--- src/rtl/dpram_generic.sv ---
// True dual-port RAM with byte enables on one clock, selectable read-during-write,
// optional output register and a post-reset clear sequencer.
module dpram_generic #(
  parameter int ADDR_WIDTH     = 4,
  parameter int DATA_WIDTH     = 32,
  parameter int BYTE_WIDTH     = 8,
  parameter int OUTREG         = 0,
  parameter int RDW_NEW        = 1,
  parameter int CLEAR_ON_RESET = 1
) (
  input  logic                             clk,
  input  logic                             rst,
  output logic                             init_done,
  input  logic                             en_a,
  input  logic [ADDR_WIDTH-1:0]            addr_a,
  input  logic [DATA_WIDTH/BYTE_WIDTH-1:0] we_a,
  input  logic [DATA_WIDTH-1:0]            di_a,
  output logic [DATA_WIDTH-1:0]            do_a,
  output logic                             valid_a,
  input  logic                             en_b,
  input  logic [ADDR_WIDTH-1:0]            addr_b,
  input  logic [DATA_WIDTH/BYTE_WIDTH-1:0] we_b,
  input  logic [DATA_WIDTH-1:0]            di_b,
  output logic [DATA_WIDTH-1:0]            do_b,
  output logic                             valid_b
);
  localparam int NB    = DATA_WIDTH / BYTE_WIDTH;
  localparam int DEPTH = 2 ** ADDR_WIDTH;

  typedef enum logic {S_CLEAR, S_RUN} state_t;

  state_t                  state;
  logic [ADDR_WIDTH-1:0]   clr_cnt;
  logic [DATA_WIDTH-1:0]   mem [DEPTH];
  logic                    acc_a, acc_b;
  logic [DATA_WIDTH-1:0]   rd_a, rd_b;
  logic [DATA_WIDTH-1:0]   q1_a, q1_b;
  logic                    v1_a, v1_b;

  // Handshake: en_x is a one-cycle request with no backpressure, honoured only
  // while init_done is high; valid_x pulses exactly LAT cycles later with do_x.
  assign acc_a = en_a & init_done;
  assign acc_b = en_b & init_done;

  always_ff @(posedge clk or posedge rst) begin
    if (rst) begin
      state     <= (CLEAR_ON_RESET != 0) ? S_CLEAR : S_RUN;
      clr_cnt   <= '0;
      init_done <= (CLEAR_ON_RESET == 0);
    end else begin
      case (state)
        S_CLEAR: begin
          clr_cnt <= clr_cnt + ADDR_WIDTH'(1);
          if (clr_cnt == '1) begin
            state     <= S_RUN;
            init_done <= 1'b1;
          end
        end
        S_RUN:   state <= S_RUN;
        default: state <= S_RUN;
      endcase
    end
  end

  // B lanes are written first so a colliding A lane overrides them.
  always_ff @(posedge clk) begin
    if (state == S_CLEAR) begin
      mem[clr_cnt] <= '0;
    end else begin
      for (int i = 0; i < NB; i++)
        if (acc_b && we_b[i]) mem[addr_b][i*BYTE_WIDTH +: BYTE_WIDTH] <= di_b[i*BYTE_WIDTH +: BYTE_WIDTH];
      for (int i = 0; i < NB; i++)
        if (acc_a && we_a[i]) mem[addr_a][i*BYTE_WIDTH +: BYTE_WIDTH] <= di_a[i*BYTE_WIDTH +: BYTE_WIDTH];
    end
  end

  // Cross-port reads always see prior contents; only the own port's lanes forward.
  always_comb begin
    rd_a = mem[addr_a];
    rd_b = mem[addr_b];
    if (RDW_NEW != 0) begin
      for (int i = 0; i < NB; i++) begin
        if (we_a[i]) rd_a[i*BYTE_WIDTH +: BYTE_WIDTH] = di_a[i*BYTE_WIDTH +: BYTE_WIDTH];
        if (we_b[i]) rd_b[i*BYTE_WIDTH +: BYTE_WIDTH] = di_b[i*BYTE_WIDTH +: BYTE_WIDTH];
      end
    end
  end

  always_ff @(posedge clk or posedge rst) begin
    if (rst) begin
      q1_a <= '0;
      q1_b <= '0;
      v1_a <= 1'b0;
      v1_b <= 1'b0;
    end else begin
      v1_a <= acc_a;
      v1_b <= acc_b;
      if (acc_a) q1_a <= rd_a;
      if (acc_b) q1_b <= rd_b;
    end
  end

  generate
    if (OUTREG != 0) begin : g_outreg
      logic [DATA_WIDTH-1:0] q2_a, q2_b;
      logic                  v2_a, v2_b;
      always_ff @(posedge clk or posedge rst) begin
        if (rst) begin
          q2_a <= '0;
          q2_b <= '0;
          v2_a <= 1'b0;
          v2_b <= 1'b0;
        end else begin
          v2_a <= v1_a;
          v2_b <= v1_b;
          if (v1_a) q2_a <= q1_a;
          if (v1_b) q2_b <= q1_b;
        end
      end
      assign do_a    = q2_a;
      assign do_b    = q2_b;
      assign valid_a = v2_a;
      assign valid_b = v2_b;
    end else begin : g_direct
      assign do_a    = q1_a;
      assign do_b    = q1_b;
      assign valid_a = v1_a;
      assign valid_b = v1_b;
    end
  endgenerate

endmodule

--- config.mk ---
export PLATFORM = sky130hd
export DESIGN_NAME = dpram_generic
export DESIGN_NICKNAME = d
export VERILOG_FILES = /design/src/rtl/dpram_generic.sv
export SDC_FILE = /design/constraint.sdc
export NUM_CORES = 1
export LEC_CHECK = 0
export ABC_AREA = 1
export CAP_MARGIN = 20
export CELL_PAD_IN_SITES_DETAIL_PLACEMENT = 1
export CELL_PAD_IN_SITES_GLOBAL_PLACEMENT = 1
export CORE_MARGIN = 3
export CORE_UTILIZATION = 25
export DETAILED_ROUTE_END_ITERATION = 12
export GPL_TIMING_DRIVEN = 0
export PLACE_DENSITY = 0.46
export SETUP_SLACK_MARGIN = 0.02
export SYNTH_ARGS = -nofsm -noshare
export SYNTH_HDL_FRONTEND = slang
export SYNTH_SLANG_ARGS = --single-unit
export TNS_END_PERCENT = 5
--- constraint.sdc ---
create_clock -name clk -period 5.86 [get_ports clk]
set_input_delay 0.879 -clock clk [delete_from_list [all_inputs] [get_ports clk]]
set_output_delay 0.879 -clock clk [all_outputs]
set_load 0.005 [all_outputs]
## Yosys cells after proc, flatten, opt, wreduce, memory -nomap -nowiden

Memory sizes are Yosys's and may differ from the RTL's.
Cells that the tools add are included.
W data, S select, Z words.

- Bits in registers: 72
- Memory bits (writable): 512
- Memories: 1

Memory list:

| name | depth | width | read ports | clocked after memory_dff | wr ports | line | text |
|---|---|---|---|---|---|---|---|
| mem | 16 | 32 | 2 | 0 | 2 | 34 | `logic [DATA_WIDTH-1:0] mem [DEPTH];` |

- $add $sub $neg: 1
- Equal/unequal tests: 1
- Mux-type cells: 38
- Bitwise logic cells: 3
- Reductions and logical operators: 10

Operators by type and width:

| cell | number |
|---|---|
| $mux W8 | 8 |
| $mux W32 | 1 |
| $reduce_or A32 Y1 | 1 |
| $mux W1 | 26 |
| $logic_and A1 B1 Y1 | 8 |
| $mux W4 | 2 |
| $add A4 B1 Y4 const B | 1 |
| $eq A4 B4 Y1 const B | 1 |
| $and A1 B1 Y1 | 2 |
| $pmux W1 S2 | 1 |
| $reduce_and A2 Y1 | 1 |
| $not A1 Y1 | 1 |

## Logic depth before layout (Yosys ltp)

- Word-level depth: 7
- Mapped depth: 12

## Worst setup path after synthesis

OpenSTA, ideal clock, no wires.

- Path kind: input-to-reg
- From: input port we_b[3]
- To: memory mem[10][0], enable pin
- Library setup time: 329 ps
- Arrival: 2259 ps
- Data required time: 5531 ps
- Path slack: 3272 ps
- Cell stages on the path: 11
- Path buffers: 3
- Path through: buf_2 > inv_2 > nand4_4 > nand2_2 > buf_6 > nand2_1 > nand2_1 > nor2_4 > buf_4 > nand3_1 > nand2_1

RTL lines:

| item | line | text |
|---|---|---|
| start, declared | 22 | `input logic [DATA_WIDTH/BYTE_WIDTH-1:0] we_b,` |
| end, declared | 34 |  |

==> reports/metrics.cfg <==
[outcome]
status = finished clean

[pwr]
clockPowerShare_pct = 45.1
p_int_w = 0.00830
ir_drop_mv = 0.188
power_frac_comb_pct = 16.1
leakagePower_nw = 19.1
p_total_w = 0.0120
p_sw_w = 0.00372
power.density_nw_per_um2 = 273
seq_power_share_pct = 38.8
p_sw_share_pct = 30.9

[floorplanning]
fp.dieArea_um2 = 151000
row_count = 139
core_um2 = 145000
start_util_pct = 25.3
io_pins = 151
dieWidth_um = 389
die_height_um = 389

[sta]
max_slew.worst_pin.slew_ps = 1290
hold_viol_final = 0
fin_crit_sh_pct = 82.6
setup_ws_ps = 1020
setup-tns-final_ps = 0
grt_setup_unrepaired = false
drv_slew = 0
finalSetupViolCount = 0
skew_ps = 31.7
finalCriticalPeriod_ps = 4840
finalHoldWorstSlack_ps = 480
max_freq_ghz = 0.207
slew_headroom_pct = 13.7

[place]
io_buffers = 142
gp_congestion = 0.919
post-dp-hpwl_um = 182000
dp_cells = 7252
dp_slack_ps = 540

[global_routing]
grt_pass1_vias = 38200
grt_max_degree = 41
overflow = 0
grt.total_usage_pct = 31.3
grt_pass1_wl_um = 325000
grt_antenna_before_repair = 12

[clocking]
cts_root_buf = clkbuf_16
cts_buffer_depth = 3
cts.sinks = 584
htree_levels = 3
cts_setup_buffers = 0
path_clk_slew_ps = 60
cts_resized = 0
cts.hold.buffers_added = 0
cts_tree = built
numCtsBuffers = 84
clkLatencyLatePin_ps = 720

[final_layout]
layout_common_cells = nand2_1, o21ai_0, edfxtp_1, nand3_1, inv_1
nFillCells = 17700
instances_no_fill = 7419
drive_gt1_share_pct = 7.24
nets = 5524
final_common_cell = nand2_1
area_growth_pct = 20.0

[drt]
drt-initial-drc-count = 3564
drt_wl_total_um = 242000
vias = 38700
drtAntennaViolNets = 0
post-route-drc-count = 0
drt_pre_antenna_iters = 6
viasPerCell = 5.21
wl_per_cell_um = 32.7

[logic_synthesis]
ys_seq_area_share_pct = 46.9
netlist_area_um2 = 36600
synth_cell_types = 27
ys_warn_count = 0
synth.avg_cell_area_um2 = 7.08
syn_nets = 5253
netlist_instances = 5168
ys_ff_latch = 584

[hold_path]
hp-class = reg -> reg
min_from = do_a[3]$_DFFE_PP0P_

[setup_path]
required_ps = 6190
rr_startpoint = init_done$_DFFE_PP0P_
worstSetupStartpoint = addr_a[3]
r2r_end = mem[13][21]$_DFFE_PP_
ff2ff_path_depth = 8
startpoint_type = primary input
reg2reg_slack_ps = 1760
critPathArrivalTime_ps = 5170
cp-end-kind = register
cp_max_fo = 10
critPathKind = in -> reg
critPathCapture = mem[1][26]$_DFFE_PP_

[flow_run]
maxCapViolCount = 0

==> final cells by class <==
cell class	instances	area [µm²]	area share, %
Antenna cell	5	12.5	0.0285
Buffer	365	1600	3.64
Clock buffer	111	2320	5.29
Clock inverter	47	472	1.07
Inverter	429	1610	3.67
Multi-Input combinational cell	3790	16200	36.9
Sequential cell	584	17200	39.1
Tap cell	1903	2380	5.42
Timing Repair Buffer	185	2130	4.85
==> critical path, cell delays in order <==
cell and delay (ps):
clkdlybuf4s50_1 630, nor2_1 680, inv_1 220, nor2_1 1000, nand2_1 650, clkbuf_1 480
nand2_1 600
==> cell usage after synthesis (all sizes together) <==
master	instances	share of area, %
edfxtp	512	42
nor2	194	2.6
clkbuf	190	1.9
a21oi	64	0.87
xnor2	1	0.024
nand2	2317	24
dfrtp	72	4.9
ha	1	0.034
nand3	458	6.3
clkinv	1	0.014
inv	428	4.4
o21bai	33	0.68
o21ai	718	9.8
buf	175	2.4
xor2	2	0.048
nand4	2	0.075
==> state kept, by name, indices dropped and copies added, names as in the netlist <==
register and cells:
clr_cnt 4, do_a 32, do_b 32, valid_a 1, init_done 1, valid_b 1, mem 512, state 1
==> power by group through the flow <==
stage / Combinational (W) / Clock [W] / Sequential [W]
5_1_grt: 0.00202 / 0.00562 / 0.00467
2_1_floorplan: 0.000807 / 0 / 0.00474
3_3_place_gp: 0.00183 / 0 / 0.00474
3_5_place_dp: 0.00190 / 0 / 0.00474
4_1_cts: 0.00190 / 0.00549 / 0.00466
6_report: 0.00193 / 0.00542 / 0.00466
==> worst min path at each step <==
stage,end,slack [ps],cells after the start
floorplan,do_b[0]$_DFFE_PP0N_,470,2
global placement,do_a[1]$_DFFE_PP0P_,460,2
detailed placement,do_b[27]$_DFFE_PP0N_,470,2
CTS,do_b[27]$_DFFE_PP0N_,480,2
global route,do_b[3]$_DFFE_PP0N_,500,2
finish,do_a[3]$_DFFE_PP0P_,480,2
==> metrics by stage <==
stage	cell area (µm²)	util [%]
after global placement	40400	28.0
after floorplan	36600	-
final	43900	30.4
after CTS	43900	30.4
after detailed placement	41100	28.4
after global routing	43900	30.4
==> metal layers <==
metal	vias up	routed length (µm)	part of all wire [%]	global-route usage, %
met5	-	39	0.016	0
met4	4	12700	5.2	14.5
met3	380	14100	5.8	4.19
met2	1470	107000	44	49.0
met1	19600	108000	45	42.8
li1	17200	-	-	-
==> cells by family (layout without fill, tap and decap cells) <==
family,Yosys count,in the layout,synth area share [%]
and+or+nand+nor,2971,2971,32.9
AOI/OAI and AO/OA,815,815,11.4
buffers and inverters,794,1137,8.75
DFF,584,584,46.9
xor gates and xnor gates,3,3,0.0718
adders and majority gates,1,1,0.0342
other,0,5,0
(Power assumes the default switching activity.)
